### src/rtl/wptr_full_if.sv
// Write-side pointer interface for the dual-clock FIFO.
// Carries the producer request and synchronized read pointer in, and the
// Gray write pointer, RAM address/enable and status flags out.
//   master : producer/FIFO-top side (drives wr_inc, r2w_ptr, ovf_clr)
//   slave  : wptr_full block (drives pointer, address, enable and flags)
interface wptr_full_if #(
  parameter int unsigned ASIZE = 4
);
  logic             wr_inc;
  logic [ASIZE:0]   r2w_ptr;
  logic             ovf_clr;
  logic [ASIZE:0]   wr_ptr;
  logic [ASIZE-1:0] wr_addr;
  logic             wr_en;
  logic             wr_full;
  logic             wr_almost_full;
  logic [ASIZE:0]   wr_level;
  logic             wr_overflow;

  modport master (
    output wr_inc, r2w_ptr, ovf_clr,
    input  wr_ptr, wr_addr, wr_en, wr_full, wr_almost_full, wr_level, wr_overflow
  );

  modport slave (
    input  wr_inc, r2w_ptr, ovf_clr,
    output wr_ptr, wr_addr, wr_en, wr_full, wr_almost_full, wr_level, wr_overflow
  );
endinterface

### src/rtl/wptr_full.sv
// Write-domain pointer and status generator for the dual-clock FIFO.
// Ports:
//   wr_clk    : write-domain clock
//   wr_rst_n  : asynchronous active-low reset
//   bus       : wptr_full_if.slave
//     in  : wr_inc (write request), r2w_ptr (synchronized Gray read ptr),
//           ovf_clr (synchronous clear of wr_overflow)
//     out : wr_ptr (registered Gray write ptr), wr_addr (binary RAM address),
//           wr_en (combinational RAM write enable), wr_full, wr_almost_full,
//           wr_level (fill count 0..2**ASIZE), wr_overflow (sticky)
module wptr_full #(
  parameter int unsigned ASIZE     = 4,
  parameter int unsigned AF_MARGIN = 2
) (
  input  logic         wr_clk,
  input  logic         wr_rst_n,
  wptr_full_if.slave   bus
);

  localparam int unsigned PW       = ASIZE + 1;
  localparam int unsigned DEPTH    = 1 << ASIZE;
  localparam int unsigned AF_LEVEL = DEPTH - AF_MARGIN;

  logic [PW-1:0] wbin_q;
  logic [PW-1:0] wgray_q;
  logic [PW-1:0] level_q;
  logic          full_q;
  logic          afull_q;
  logic          ovf_q;

  logic          accept;
  logic [PW-1:0] wbin_next;
  logic [PW-1:0] wgray_next;
  logic [PW-1:0] rbin;
  logic [PW-1:0] level_next;
  logic [PW-1:0] full_gray;
  logic          full_next;
  logic          afull_next;
  logic          ovf_next;

  // Write accepted only when not full and not held in reset.
  assign accept = bus.wr_inc & ~full_q & wr_rst_n;

  // Next binary/Gray write pointer.
  always_comb begin
    wbin_next  = wbin_q + PW'(accept);
    wgray_next = (wbin_next >> 1) ^ wbin_next;
  end

  // Gray-to-binary of the synchronized read pointer: each bit is the XOR of
  // all Gray bits at or above it.
  always_comb begin
    rbin = '0;
    for (int i = 0; i < int'(PW); i++) begin
      rbin[i] = ^(bus.r2w_ptr >> i);
    end
  end

  // Full when the write pointer is exactly one lap ahead of the read pointer:
  // in Gray form that is the read pointer with its top two bits inverted.
  always_comb begin
    full_gray  = {~bus.r2w_ptr[PW-1:PW-2], bus.r2w_ptr[PW-3:0]};
    full_next  = (wgray_next == full_gray);
    level_next = wbin_next - rbin;
    afull_next = (level_next >= PW'(AF_LEVEL));
  end

  // Sticky overflow; a set in the same cycle as a clear wins.
  always_comb begin
    ovf_next = ovf_q;
    if (bus.wr_inc && full_q) begin
      ovf_next = 1'b1;
    end else if (bus.ovf_clr) begin
      ovf_next = 1'b0;
    end
  end

  // State and status registers.
  always_ff @(posedge wr_clk or negedge wr_rst_n) begin
    if (!wr_rst_n) begin
      wbin_q  <= '0;
      wgray_q <= '0;
      level_q <= '0;
      full_q  <= 1'b0;
      afull_q <= 1'b0;
      ovf_q   <= 1'b0;
    end else begin
      wbin_q  <= wbin_next;
      wgray_q <= wgray_next;
      level_q <= level_next;
      full_q  <= full_next;
      afull_q <= afull_next;
      ovf_q   <= ovf_next;
    end
  end

  assign bus.wr_ptr         = wgray_q;
  assign bus.wr_addr        = wbin_q[ASIZE-1:0];
  assign bus.wr_en          = accept;
  assign bus.wr_full        = full_q;
  assign bus.wr_almost_full = afull_q;
  assign bus.wr_level       = level_q;
  assign bus.wr_overflow    = ovf_q;

endmodule

### src/flat_wrapper.sv
// flat-port wrapper written by rule: the top's interface ports become plain ports
module wptr_full_flat 
#(
  parameter int unsigned ASIZE     = 4,
  parameter int unsigned AF_MARGIN = 2
)
  (wr_clk, wr_rst_n, bus_wr_inc, bus_r2w_ptr, bus_ovf_clr, bus_wr_ptr, bus_wr_addr, bus_wr_en, bus_wr_full, bus_wr_almost_full, bus_wr_level, bus_wr_overflow);
  wptr_full_if #(.ASIZE(ASIZE)) bus_i ();
  input  logic wr_clk;
  input  logic wr_rst_n;
  input wire logic [$bits(bus_i.wr_inc)-1:0] bus_wr_inc;
  input wire logic [$bits(bus_i.r2w_ptr)-1:0] bus_r2w_ptr;
  input wire logic [$bits(bus_i.ovf_clr)-1:0] bus_ovf_clr;
  output wire logic [$bits(bus_i.wr_ptr)-1:0] bus_wr_ptr;
  output wire logic [$bits(bus_i.wr_addr)-1:0] bus_wr_addr;
  output wire logic [$bits(bus_i.wr_en)-1:0] bus_wr_en;
  output wire logic [$bits(bus_i.wr_full)-1:0] bus_wr_full;
  output wire logic [$bits(bus_i.wr_almost_full)-1:0] bus_wr_almost_full;
  output wire logic [$bits(bus_i.wr_level)-1:0] bus_wr_level;
  output wire logic [$bits(bus_i.wr_overflow)-1:0] bus_wr_overflow;
  assign bus_i.wr_inc = bus_wr_inc;
  assign bus_i.r2w_ptr = bus_r2w_ptr;
  assign bus_i.ovf_clr = bus_ovf_clr;
  assign bus_wr_ptr = bus_i.wr_ptr;
  assign bus_wr_addr = bus_i.wr_addr;
  assign bus_wr_en = bus_i.wr_en;
  assign bus_wr_full = bus_i.wr_full;
  assign bus_wr_almost_full = bus_i.wr_almost_full;
  assign bus_wr_level = bus_i.wr_level;
  assign bus_wr_overflow = bus_i.wr_overflow;
  wptr_full #(.ASIZE(ASIZE), .AF_MARGIN(AF_MARGIN)) u_core (.wr_clk(wr_clk), .wr_rst_n(wr_rst_n), .bus(bus_i));
endmodule
### config.mk
export PLATFORM = sky130hd
export DESIGN_NAME = wptr_full_flat
export DESIGN_NICKNAME = d
export VERILOG_FILES = /design/src/rtl/wptr_full_if.sv /design/src/rtl/wptr_full.sv /design/src/flat_wrapper.sv
export SDC_FILE = /design/constraint.sdc
export NUM_CORES = 1
export LEC_CHECK = 0
export CAP_MARGIN = 10
export CORE_MARGIN = 10
export CORE_UTILIZATION = 34
export DETAILED_ROUTE_END_ITERATION = 8
export PLACE_DENSITY = 0.57
export SYNTH_ARGS = -nofsm -noshare
export SYNTH_HDL_FRONTEND = slang
export SYNTH_SLANG_ARGS = --single-unit
### constraint.sdc
create_clock -name wr_clk -period 6.8 [get_ports wr_clk]
set_clock_uncertainty 0.05 [all_clocks]
set_input_delay 2.04 -clock wr_clk [delete_from_list [all_inputs] [get_ports wr_clk]]
set_output_delay 2.04 -clock wr_clk [all_outputs]
set_load 0.02 [all_outputs]
* Yosys cells after proc, flatten, opt, wreduce, memory -nomap -nowiden
Cells that the tools add are included.
Word-level totals: register bits 18, word-level logic and storage cells 24
Cells by class: add/sub/neg operators 2, magnitude comparators 1, equal/unequal tests 1, multiplexer cells 2, bitwise logic cells 5, reduce and logical (&&, ||, !) cells 7
Operators with widths (number):
- parity 5 bit | 5
- adder 5 x 1 -> 5 bit | 1
- equality test 5 bit | 1
- >= comparator 5 x 4 -> 1 bit (second input constant) | 1
- subtractor 5 bit | 1
- bitwise XOR 4 x 5 -> 5 bit | 1
- AND 1 bit | 2
- 2-to-1 mux 1 bit | 2
- NOT 2 bit | 1
- nonzero test 2 bit | 1
- logical AND 1 bit | 1
- NOT 1 bit | 1

* Depth between registers and ports, before layout
word-level depth 6, mapped depth 10, mapped depth without buffers 10

* Least setup slack after synthesis
No wires, ideal clock.
path kind input to output, start point in wr_rst_n, end point out bus_wr_en, data arrival time 2.319 ns, slack 2.391 ns, stages on the path 1, path buffers 0, path through and3b_1
Between the ends: longest elaborated chain between the ends 1
Ends and longest elaborated chain:
- start, declared | line flat_wrapper.sv:10 | input logic wr_rst_n;
- AND 1 bit | line wptr_full.sv:42 | assign accept = bus.wr_inc & ~full_q & wr_rst_n;
- end, declared | line flat_wrapper.sv:16 | output wire logic [$bits(bus_i.wr_en)-1:0] bus_wr_en;
No other way between the ends.

* Worst setup path in the final report
Ends and elaborated chain as after synthesis.

==> results.cfg <==
[power]
p_total_mw = 0.6382
power_density_nw_per_um2 = 515.2
total_leakage_power_nw = 0.5491
ir_drop_mv = 0.2723

[critical_path]
crit_path_max_fanout = 18
worst_setup_path_end_kind = primary output
critPathLaunchType = input pin
worst_r2r_path_depth = 9
critical_path_required_ps = 4710
category_of_the_critical_setup_timing_path = input pin to primary output
worst_ep_arrival_time_ps = 3570

[floorplanning]
die_w_um = 71.65
io_pins = 27
die_height_um = 71.65
fp-row-count = 18
start_util_pct = 35.96
design.core.area_um2 = 2522
die-area_um2 = 5134

[cells_and_area]
final_util_pct = 49.11
antenna_cells = 0
fin_area_um2 = 1239
area_of_the_multi_input_gates_um2 = 447.9
syn2layout_area_growth_pct = 36.55
sequential_cell_area_um2 = 425.4
share_of_final_layout_standard_cells_stronger_than_drive_strength_1_pct = 6.481
filler_cell_count = 247
post_layout_nonfiller_instances = 138
num-nets-final = 124

[timing]
report.final.hold_viol_count = 0
grt_setup_unrepaired = false
fin_worst_hold_slack_ps = 469.4
fin_crit_sh_pct = 83.17
max_freq_mhz = 176.8
tightest_slew_ps = 442.3
setup_ws_ps = 1145
finalSetupTns_ps = 0
setup_viol_count_final = 0
timing.max_slew.rel_slack_pct = 70.41
finalMaxSlewViolations = 0
fin_crit_ps = 5656

[clock_tree]
tritoncts_clock_tree = built
worst_skew_pair.late_latency_ps = 290
h-tree-depth = 1
clock_sink_count = 17
cts_setup_buffers = 0
hold_buffer_count_at_cts = 0
post_cts_resized = 0
number_of_buffers_created_by_cts = 3
cts-root-buf = sky130_fd_sc_hd__clkbuf_4
clkSlewWorstSetupHoldPaths_ps = 100
clock_path_buffers = 2

[global_route]
maximum_number_of_pins_on_one_net_before_global_route_repair = 19
grt_antenna_before_repair = 0
grt.total_usage_pct = 7.884
first_pass_grt_wire_length_um = 3284
number_of_global_route_vias_before_repair = 719
globalRoute.totalOverflow = 0

[synth]
yosys.cell_types.count = 22
yosys_warnings = 0
yosys-top-cells-area = sky130_fd_sc_hd__dfrtp_1, sky130_fd_sc_hd__xnor2_1, sky130_fd_sc_hd__ha_1, sky130_fd_sc_hd__xor2_1, sky130_fd_sc_hd__inv_1
syn_nets = 92
yosysSeqAreaShare_pct = 46.90
mappedNetlistArea_um2 = 907.1
synth_seq_cells = 17
syn-mean-instance-area_um2 = 11.78
synth_largest_area_cell = sky130_fd_sc_hd__dfrtp_1
yosys.area.top_type_share_pct = 46.90
synthCells = 77

[worst_hold_path]
worstHoldPathType = register to register
timing.hold.worst_path_depth = 2

[placement]
gp_congestion = 0.7577
place.detailed.hpwl_um = 1590
placed_cell_area_um2 = 1212
port-buffer-count = 26
place_inst = 134
dpl_worst_slack_ps = 1115

[drt]
antenna_left = 0
drtIter0Drc = 5
totalWireLength_um = 1835
drt_drc_violations_left = 0
route.detailed.vias_per_inst = 4.659
via_count = 643
dr.pass1.iters = 2
post_drt_wl_per_cell_um = 13.30

[run]
cap_viol_max_count = 0

[outcome]
status = complete, no violations
## per-layer routing
layer / GRT usage, % / part of all wire [%] / up-vias
li1: - / - / 318
met1: 9.250 / 42 / 307
met2: 12.55 / 50 / 16
met3: 1.791 / 5.2 / 2
met4: 5.161 / 1.9 / 0
met5: 0 / 0 / -
## kinds of logic (layout without fill, tap and decap cells)
family          Yosys count  count (layout)  synth area share, %
fa+ha+maj                 6               6                9.104
simple gates             15              15                8.552
xor+xnor                 21              21                24.28
flops                    17              17                46.90
compound gates            9               9                7.447
buf+inv                   9              40                3.724
## where the power goes
part | internal [mW] | leakage, nW | switching, mW | total (mW)
combinational | 0.193 | 0.328 | 0.212 | 0.406
clock | 0.0228 | 0.0150 | 0.0297 | 0.0525
sequential | 0.153 | 0.206 | 0.0273 | 0.180
total | 0.369 | 0.549 | 0.269 | 0.638
## synth_stat cells
master	instances
sky130_fd_sc_hd__a21boi_0	1
sky130_fd_sc_hd__xnor3_1	1
sky130_fd_sc_hd__dfrtp_1	17
sky130_fd_sc_hd__inv_1	9
sky130_fd_sc_hd__nand3_1	4
sky130_fd_sc_hd__nor2b_1	1
sky130_fd_sc_hd__and3b_1	1
sky130_fd_sc_hd__o21ai_0	3
sky130_fd_sc_hd__xor2_1	7
sky130_fd_sc_hd__a221oi_2	1
sky130_fd_sc_hd__xnor2_1	11
sky130_fd_sc_hd__or3_1	2
sky130_fd_sc_hd__nand2_1	5
sky130_fd_sc_hd__fa_1	1
sky130_fd_sc_hd__nor3_1	1
sky130_fd_sc_hd__xor2_2	1
sky130_fd_sc_hd__a21oi_1	1
sky130_fd_sc_hd__o211ai_1	2
sky130_fd_sc_hd__ha_1	5
sky130_fd_sc_hd__or2_2	1
sky130_fd_sc_hd__xor3_1	1
sky130_fd_sc_hd__a311o_1	1
## layout by cell type, fill, tap and decap left out, drive strengths merged
master         Yosys  routed
a21oi              1       1
inv                9       9
fa                 1       1
nand3              4       4
nand2              5       5
or2                1       1
xnor3              1       1
or3                2       2
clkdlybuf4s50      0      26
o21ai              3       3
buf                0       1
a21boi             1       1
nor3               1       1
and3b              1       1
xor2               8       8
nor2b              1       1
clkbuf             0       4
xnor2             11      11
xor3               1       1
ha                 5       5
dfrtp             17      17
a311o              1       1
o211ai             2       2
a221oi             1       1
## layout make-up
| class | count | share of cell area, % |
|---|---|---|
| Multi-Input combinational cell | 51 | 36.16 |
| Timing Repair Buffer | 27 | 21.62 |
| Tap cell | 30 | 3.030 |
| Inverter | 9 | 2.727 |
| Sequential cell | 17 | 34.34 |
| Clock buffer | 4 | 2.121 |
## registers in the layout, summed over array words and instances (netlist names)
name	flops
u_core.bus.wr_level	5
u_core.wbin_q	5
u_core.bus.wr_ptr	4
u_core.bus.wr_almost_full	1
u_core.bus.wr_full	1
u_core.bus.wr_overflow	1
## path summary, 6_finish.rpt
check,start,endpoint,slack [ps]
max in group asynchronous,wr_rst_n,u_core.bus.wr_almost_full,4490
worst max register to register,u_core.bus.wr_full,u_core.bus.wr_almost_full,4110
worst min-delay path,u_core.bus.wr_full,u_core.bus.wr_overflow,470
worst min register to register,u_core.bus.wr_full,u_core.bus.wr_overflow,470
worst max-delay path,wr_rst_n,bus_wr_en,1140
min in group asynchronous,wr_rst_n,u_core.bus.wr_level[0],2010
## worst max-delay path: stages
cell	delay, ps
sky130_fd_sc_hd__clkdlybuf4s50_1	450
sky130_fd_sc_hd__buf_4	240
sky130_fd_sc_hd__and3b_1	220
sky130_fd_sc_hd__clkdlybuf4s50_1	620
(Power assumes the default switching activity.)
